File: src/rtl/sd_cic_decimator_pkg.sv
`default_nettype none
// ============================================================================
// Module      : sd_cic_decimator_pkg
// Description : Shared definitions for the sigma-delta CIC decimator: filter
//               order, output width formula and the bit-to-(+/-1) mapping
//               used by both the receiver and any modulator-side model.
// Revision    : 1.0 - initial release
// ============================================================================
package sd_cic_decimator_pkg;

    // Number of integrator and comb stages in each channel.
    localparam int CIC_ORDER = 3;

    // Output width that holds +/-R^CIC_ORDER with one guard bit and a sign bit.
    function automatic int cic_outwidth(input int log2r);
        return CIC_ORDER * log2r + 2;
    endfunction

    // Bitstream symbol mapping: 1 -> +1, 0 -> -1, as a 2-bit signed value.
    function automatic logic signed [1:0] sd_to_pm1(input logic b);
        return b ? 2'sb01 : 2'sb11;
    endfunction

endpackage
`default_nettype wire

File: src/rtl/sd_cic_channel.sv
`default_nettype none
// ============================================================================
// Module      : sd_cic_channel
// Description : One third-order CIC decimator channel. Integrators run every
//               cycle; the comb section is combinational and its delay
//               registers advance only on the decimation strobe.
// Revision    : 1.0 - initial release
// ============================================================================
module sd_cic_channel
    import sd_cic_decimator_pkg::*;
#(
    parameter int  LOG2R    = 6,
    localparam int OUTWIDTH = cic_outwidth(LOG2R)
) (
    input  logic                       clk,
    input  logic                       reset,
    input  logic                       sd_bit,
    input  logic                       dec,
    output logic signed [OUTWIDTH-1:0] comb_out
);

    logic signed [1:0]          w_pm;
    logic signed [OUTWIDTH-1:0] w_x;
    logic signed [OUTWIDTH-1:0] r_i1, r_i2, r_i3;
    logic signed [OUTWIDTH-1:0] r_d1, r_d2, r_d3;
    logic signed [OUTWIDTH-1:0] w_c1, w_c2, w_c3;

    assign w_pm = sd_to_pm1(sd_bit);
    assign w_x  = {{(OUTWIDTH-2){w_pm[1]}}, w_pm};

    // Comb chain sees the pre-update i3; wrap-around cancels integrator overflow.
    assign w_c1     = r_i3 - r_d1;
    assign w_c2     = w_c1 - r_d2;
    assign w_c3     = w_c2 - r_d3;
    assign comb_out = w_c3;

    // Pipelined integrators: each stage accumulates the previous stage's old value.
    always_ff @(posedge clk) begin
        if (reset) begin
            r_i1 <= '0;
            r_i2 <= '0;
            r_i3 <= '0;
        end else begin
            r_i1 <= r_i1 + w_x;
            r_i2 <= r_i2 + r_i1;
            r_i3 <= r_i3 + r_i2;
        end
    end

    // Comb delay registers advance once per decimated sample.
    always_ff @(posedge clk) begin
        if (reset) begin
            r_d1 <= '0;
            r_d2 <= '0;
            r_d3 <= '0;
        end else if (dec) begin
            r_d1 <= r_i3;
            r_d2 <= w_c1;
            r_d3 <= w_c2;
        end
    end

endmodule
`default_nettype wire

File: src/rtl/sd_cic_decimator.sv
`default_nettype none
// ============================================================================
// Module      : sd_cic_decimator
// Description : Two-channel sigma-delta bitstream receiver. Each bit of sd_in
//               feeds a CIC3 decimator (ratio 2^LOG2R); decimated pairs are
//               held in a 1-deep valid/ready register with sticky overrun.
// Revision    : 1.0 - initial release
// ============================================================================
module sd_cic_decimator
    import sd_cic_decimator_pkg::*;
#(
    parameter int  LOG2R    = 6,
    localparam int OUTWIDTH = cic_outwidth(LOG2R)
) (
    input  logic                       clk,
    input  logic                       reset,
    input  logic [1:0]                 sd_in,
    output logic signed [OUTWIDTH-1:0] out0_data,
    output logic signed [OUTWIDTH-1:0] out1_data,
    output logic                       out_valid,
    input  logic                       out_ready,
    output logic                       overrun
);

    logic [LOG2R-1:0]           r_cnt;
    logic                       w_dec;
    logic signed [OUTWIDTH-1:0] w_c3 [2];
    logic signed [OUTWIDTH-1:0] r_data0, r_data1;
    logic                       r_valid;
    logic                       r_overrun;

    // Strobe on the last phase of each decimation period (R-1 is all ones).
    assign w_dec = (r_cnt == {LOG2R{1'b1}});

    // Phase counter wraps naturally at R.
    always_ff @(posedge clk) begin
        if (reset) begin
            r_cnt <= '0;
        end else begin
            r_cnt <= r_cnt + 1'b1;
        end
    end

    generate
        for (genvar ch = 0; ch < 2; ch++) begin : g_ch
            sd_cic_channel #(
                .LOG2R(LOG2R)
            ) u_channel (
                .clk     (clk),
                .reset   (reset),
                .sd_bit  (sd_in[ch]),
                .dec     (w_dec),
                .comb_out(w_c3[ch])
            );
        end
    endgenerate

    // Output register: a strobe always loads a new pair; an unaccepted pending
    // pair being replaced raises the sticky overrun flag.
    always_ff @(posedge clk) begin
        if (reset) begin
            r_data0   <= '0;
            r_data1   <= '0;
            r_valid   <= 1'b0;
            r_overrun <= 1'b0;
        end else if (w_dec) begin
            r_data0 <= w_c3[0];
            r_data1 <= w_c3[1];
            r_valid <= 1'b1;
            if (r_valid && !out_ready) begin
                r_overrun <= 1'b1;
            end
        end else if (r_valid && out_ready) begin
            r_valid <= 1'b0;
        end
    end

    assign out0_data = r_data0;
    assign out1_data = r_data1;
    assign out_valid = r_valid;
    assign overrun   = r_overrun;

endmodule
`default_nettype wire

File: config.mk
export PLATFORM = sky130hd
export DESIGN_NAME = sd_cic_decimator
export DESIGN_NICKNAME = d
export VERILOG_FILES = /design/src/rtl/sd_cic_decimator_pkg.sv /design/src/rtl/sd_cic_channel.sv /design/src/rtl/sd_cic_decimator.sv
export SDC_FILE = /design/constraint.sdc
export NUM_CORES = 1
export LEC_CHECK = 0
export CORE_MARGIN = 1
export CORE_UTILIZATION = 28
export DETAILED_ROUTE_END_ITERATION = 8
export SYNTH_ARGS = -nofsm -noshare
export SYNTH_HDL_FRONTEND = slang
export SYNTH_SLANG_ARGS = --single-unit
export TNS_END_PERCENT = 100
File: constraint.sdc
create_clock -name clk -period 6.95 [get_ports clk]
set_clock_uncertainty 0.15 [all_clocks]
set_input_delay 0.695 -clock clk [delete_from_list [all_inputs] [get_ports clk]]
set_output_delay 0.695 -clock clk [all_outputs]
set_load 0.005 [all_outputs]
# == Word-level counts from Yosys, hierarchy flattened ==
# Cells that the tools add are included.
# totals
elab_cells,40
input_bits,5
out_inout_bits,42
reg_bits,288
# classes
n_reduce_logical,5
n_eq_ne,1
add_sub_neg,13
mux,4
# op_table
operator,n
subtractor 20 bit,6
adder 20 bit,4
adder 20 x 2 -> 20 bit,2
"adder 6 x 1 -> 6 bit, second input constant",1
"equality test 6 bit, second input constant",1
2-to-1 mux 2 bit,2
logical AND 1 bit,2
2-to-1 mux 1 bit,2
AND reduction 2 bit,1
nonzero test 2 bit,1
zero test 1 bit,1

# == Depth between registers and ports, before layout ==
# depth
ltp_word,3
depth_mapped,29
ltp_nobuf,29

# == Hierarchy ==
# A second synthesis with hierarchy kept.
# unflattened
cells_unflattened,2329
area_unflattened_um2,19727.7
# by_module_without_submodules
mod,cells_per_inst,area_each_um2,seq_area_each_um2,n_inst
sd_cic_channel at g_ch[1].u_channel,1068,8844.7,2402.3,1
sd_cic_channel at g_ch[0].u_channel,1057,8743.4,2402.3,1
sd_cic_decimator,204,2139.6,960.9,1

# == Least setup slack after synthesis ==
# OpenSTA, ideal clock, no wires.
# synth_path
path_type,register to register
startpoint,reg g_ch[0].u_channel.r_i3[0]
endpoint,reg r_data0[19] (netlist: out0_data[19])
slack_ns,1.433
n_path_buf,0
arrival_ns,5.297
path_stages_with_launch,28
period_less_slack_ns,5.517
setup_time_ns,0.070
cell_sequence,dfxtp_1 > inv_1 > ha_1 > inv_1 > fa_1 > a21o_1 > a21oi_1 > o21bai_1 > a21oi_1 > o21ai_1 > a21o_1 > a2111oi_0 > or3_1 > xnor2_1 > ha_1 > a21o_1 > a21oi_1 > nor2b_1 > or3_1 > xor2_1 > ha_1 > or3_1 > a311o_1 > and2_1 > a311oi_1 > xnor2_1 > nand2_1 > a21oi_1
# synth_between
elab_chain_len,3
# synth_lines
element,line,text
start: declaration,sd_cic_channel.sv:24,"logic signed [OUTWIDTH-1:0] r_i1, r_i2, r_i3;"
start signal: assignment,sd_cic_channel.sv:46,r_i3 <= r_i3 + r_i2;
subtractor 20 bit,sd_cic_channel.sv:32,assign w_c1 = r_i3 - r_d1;
via g_ch[0].u_channel.w_c1[12],sd_cic_channel.sv:26,"logic signed [OUTWIDTH-1:0] w_c1, w_c2, w_c3;"
subtractor 20 bit,sd_cic_channel.sv:33,assign w_c2 = w_c1 - r_d2;
via g_ch[0].u_channel.w_c2[15],sd_cic_channel.sv:26,
subtractor 20 bit,sd_cic_channel.sv:34,assign w_c3 = w_c2 - r_d3;
end signal: assignment,sd_cic_decimator.sv:67,r_data0 <= w_c3[0];
end: declaration,sd_cic_decimator.sv:28,"logic signed [OUTWIDTH-1:0] r_data0, r_data1;"
# The timed path passes the listed nets, and every way through them passes these cells.
# A chain may end at the register's enable or synchronous reset.

# == Final worst setup path ==
# Same ends and word-level chain as after synthesis.

==> impl_metrics.csv <==
group,metric,value,unit
min_path,hold_start,"out1_data[6]$_SDFFE_PP0P_",
timing,fin_setup_tns,0,ns
logic_synthesis,synthMuxAreaShare,0.00229,
timing,finalHoldViolations,0,
logic_synthesis,synth_flop_cell,"dfxtp_1",
run,drv_cap,0,
timing,worst_pin_slew,1.03,ns
drt,drcViolationCount,0,
clock_network,clockBufferDepth,3,
floorplanning,num_io_pins,47,
logic_synthesis,synth-simple-area-share,0.188,
drt,wl_met3,826,um
status,outcome,"finished clean",
drt,vias,15200,
min_path,hp-class,"flop to flop",
drt,wl_met2,16.0,mm
logic_synthesis,synth.avg_cell_area,7.97,um^2
critical_path,cp_max_fo,5,
logic_synthesis,synth_xor_area_frac,0.0872,
timing,layout_min_cycle_time,6.02,ns
logic_synthesis,synth_compound_area_frac,0.212,
logic_synthesis,yosysTopAreaCell,"dfxtp_1",
drt,top_layer_used,"met4",
global_route,grt_max_degree,147,
clock_network,cts_tree,"done",
global_route,grt_pass1_wl,64.5,mm
layout,drive_above_1_share,0.0353,
layout,nets,2655,
critical_path,r2r-start,"g_ch[0].u_channel.r_i3[0]$_SDFF_PP0_",
logic_synthesis,synthCells,2394,
floorplanning,std_cell_rows,95,
critical_path,critPathSlowestCell,"fa_1",
critical_path,reg2regPathDepth,28,
logic_synthesis,synth_edf_count,0,
timing,max_freq,166,MHz
critical_path,arrival,6.31,ns
timing,drv_slew,0,
global_route,grt_pass1_vias,13800,
clock_network,postCtsSetupBuffers,0,
logic_synthesis,synth_seq_cells,288,
timing,setup_slack,0.929,ns
critical_path,startpoint,"g_ch[0].u_channel.r_i3[0]$_SDFF_PP0_",
place,port_buffers,46,
logic_synthesis,synthAdderAreaFrac,0.161,
critical_path,criticalPathCategory,"flop to flop",
logic_synthesis,yosysWarnings,0,
global_route,grt_overflow,0,
logic_synthesis,ys_async_sr_fraction,0,
clock_network,cts_resized,0,
floorplanning,fp.coreArea,0.0673,mm^2
floorplanning,die_area,0.0692,mm^2
drt,dr.pass1.iters,5,
clock_network,clk_latency,0.53,ns
floorplanning,dieHeight,263,um
place,post-place-ws,0.914,ns
logic_synthesis,syn_area,0.0191,mm^2
timing,fin_crit_sh,0.866,
logic_synthesis,synth_most_common_cell,"nand2_1",
place,place.gp.congestion,0.771,
logic_synthesis,synthDominantCellAreaShare,0.302,
timing,rsz0062_at_grt,"no",
critical_path,worstPathRequired,7.24,ns
clock_network,cts.clk_slew.worst_paths,0.06,ns
min_path,min_path_cells,2,
drt,drt_iter0_drc,629,
logic_synthesis,synth_top_family_by_area,"compound AO/OA/AOI/OAI gates",
logic_synthesis,synthTopCellsByArea,"dfxtp_1 (30%), ha_1 (15%), a21oi_1 (7.1%)",
floorplanning,die_x,263,um
critical_path,cpMostUsedCell,"a21oi_1",
layout,n_antenna_cell,0,
layout,syn_to_final_growth,13.4,%
critical_path,slowest_delay,0.40,ns
critical_path,end_kind,"flop",
global_route,grt_use_total,0.106,
critical_path,worst_setup_path_start_kind,"flop",
clock_network,cts_made_buffers,35,
layout,post-route-util,0.322,
logic_synthesis,ys_top_cells_by_count,"nand2_1 (328), dfxtp_1 (288), a21oi_1 (272)",
place,place_hpwl,26.5,mm
logic_synthesis,synth_fp_nets,2638,
timing,maxSlewHeadroom,0.314,
timing,setup_viol,0,
clock_network,htreeDepth,2,
clock_network,cts_root_buf,"clkbuf_16",
logic_synthesis,synth_cell_types,75,
drt,vias_per_cell,4.61,
floorplanning,initial_utilization,0.284,
drt,wirelength,36.8,mm
drt,ant_nets,0,
clock_network,cts.sinks,288,
logic_synthesis,seq_area_frac_synth,0.302,
global_route,antenna_found_initial,0,
drt,avgRoutedWirePerCell,11.1,um
clock_network,cts_hold_buffers,0,
drt,met1_length,19.2,mm
worst max-delay path, delay by kind of cell (launching register included):
kind / cells / cell delay, ns
AOI/OAI and AO/OA: 14 / 2.93
adders and majority gates: 4 / 1.06
and+or+nand+nor: 5 / 0.95
xor gates and xnor gates: 3 / 0.40
DFF: 1 / 0.32
buffers and inverters: 2 / 0.11
cell usage in the layout (no fill, tap or decap), drive strengths merged, types with 41 or more instances in the layout:
cell type | Yosys | routed
nor3 | 53 | 53
a21o | 72 | 72
xor2 | 69 | 69
nand2b | 41 | 41
nor2 | 211 | 211
a21oi | 274 | 274
clkdlybuf4s50 | 0 | 45
clkbuf | 61 | 45
inv | 167 | 171
xnor2 | 116 | 116
dfxtp | 288 | 288
ha | 227 | 227
o21ai | 91 | 91
nand2 | 328 | 328
cell families (layout without fill, tap and decap cells):
logic type               after synthesis  in the layout
AO/OA/AOI/OAI                        638            638
flip-flops                           288            288
multiplexers                           4              4
XOR/XNOR                             187            187
buffers and inverters                238            280
adder cells (fa/ha/maj)              239            239
AND/OR/NAND/NOR                      800            800
sequential cells by signal, summed over array words and instances (netlist names):
| register | count |
|---|---|
| out0_data | 20 |
| r_cnt | 6 |
| g_ch.u_channel.r_d1 | 40 |
| g_ch.u_channel.r_d3 | 40 |
| overrun | 1 |
| g_ch.u_channel.r_i2 | 40 |
| out_valid | 1 |
| out1_data | 20 |
| g_ch.u_channel.r_i3 | 40 |
| g_ch.u_channel.r_i1 | 40 |
| g_ch.u_channel.r_d2 | 40 |
area by class of cell:
class	instances	area, um^2
well taps	873	1090
repair buffers	50	508
clock inverters	17	235
fillers	7137	45600
clock buffers	45	963
flip-flops and latches	288	5770
multi-input cells	1868	12400
inverters	168	631
stage by stage:
stage	hold WS [ns]	instances	instance area [um^2]
final	0.298	3309	21600
after global routing	0.312	3309	21600
after CTS	0.300	3309	21600
after detailed placement	0.290	3247	20400
after global placement	0.282	3247	20400
after floorplan	0.268	2394	19100
path summary, 6_finish.rpt:
path	to	slack [ns]
setup / recovery	out0_data[19]$_SDFFE_PP0P_	0.93
hold / removal	out1_data[6]$_SDFFE_PP0P_	0.30
setup reg to reg	out0_data[19]$_SDFFE_PP0P_	0.93
hold reg to reg	out1_data[6]$_SDFFE_PP0P_	0.30
layer usage:
metal,up-vias,track usage
met5,-,0
met4,0,0.0294
met3,47,0.0129
met2,121,0.174
met1,6699,0.145
li1,8379,-
Power is left out: the tool's default activity adds up to more than one toggle a clock period on the data nets, which glitch-free logic cannot reach.
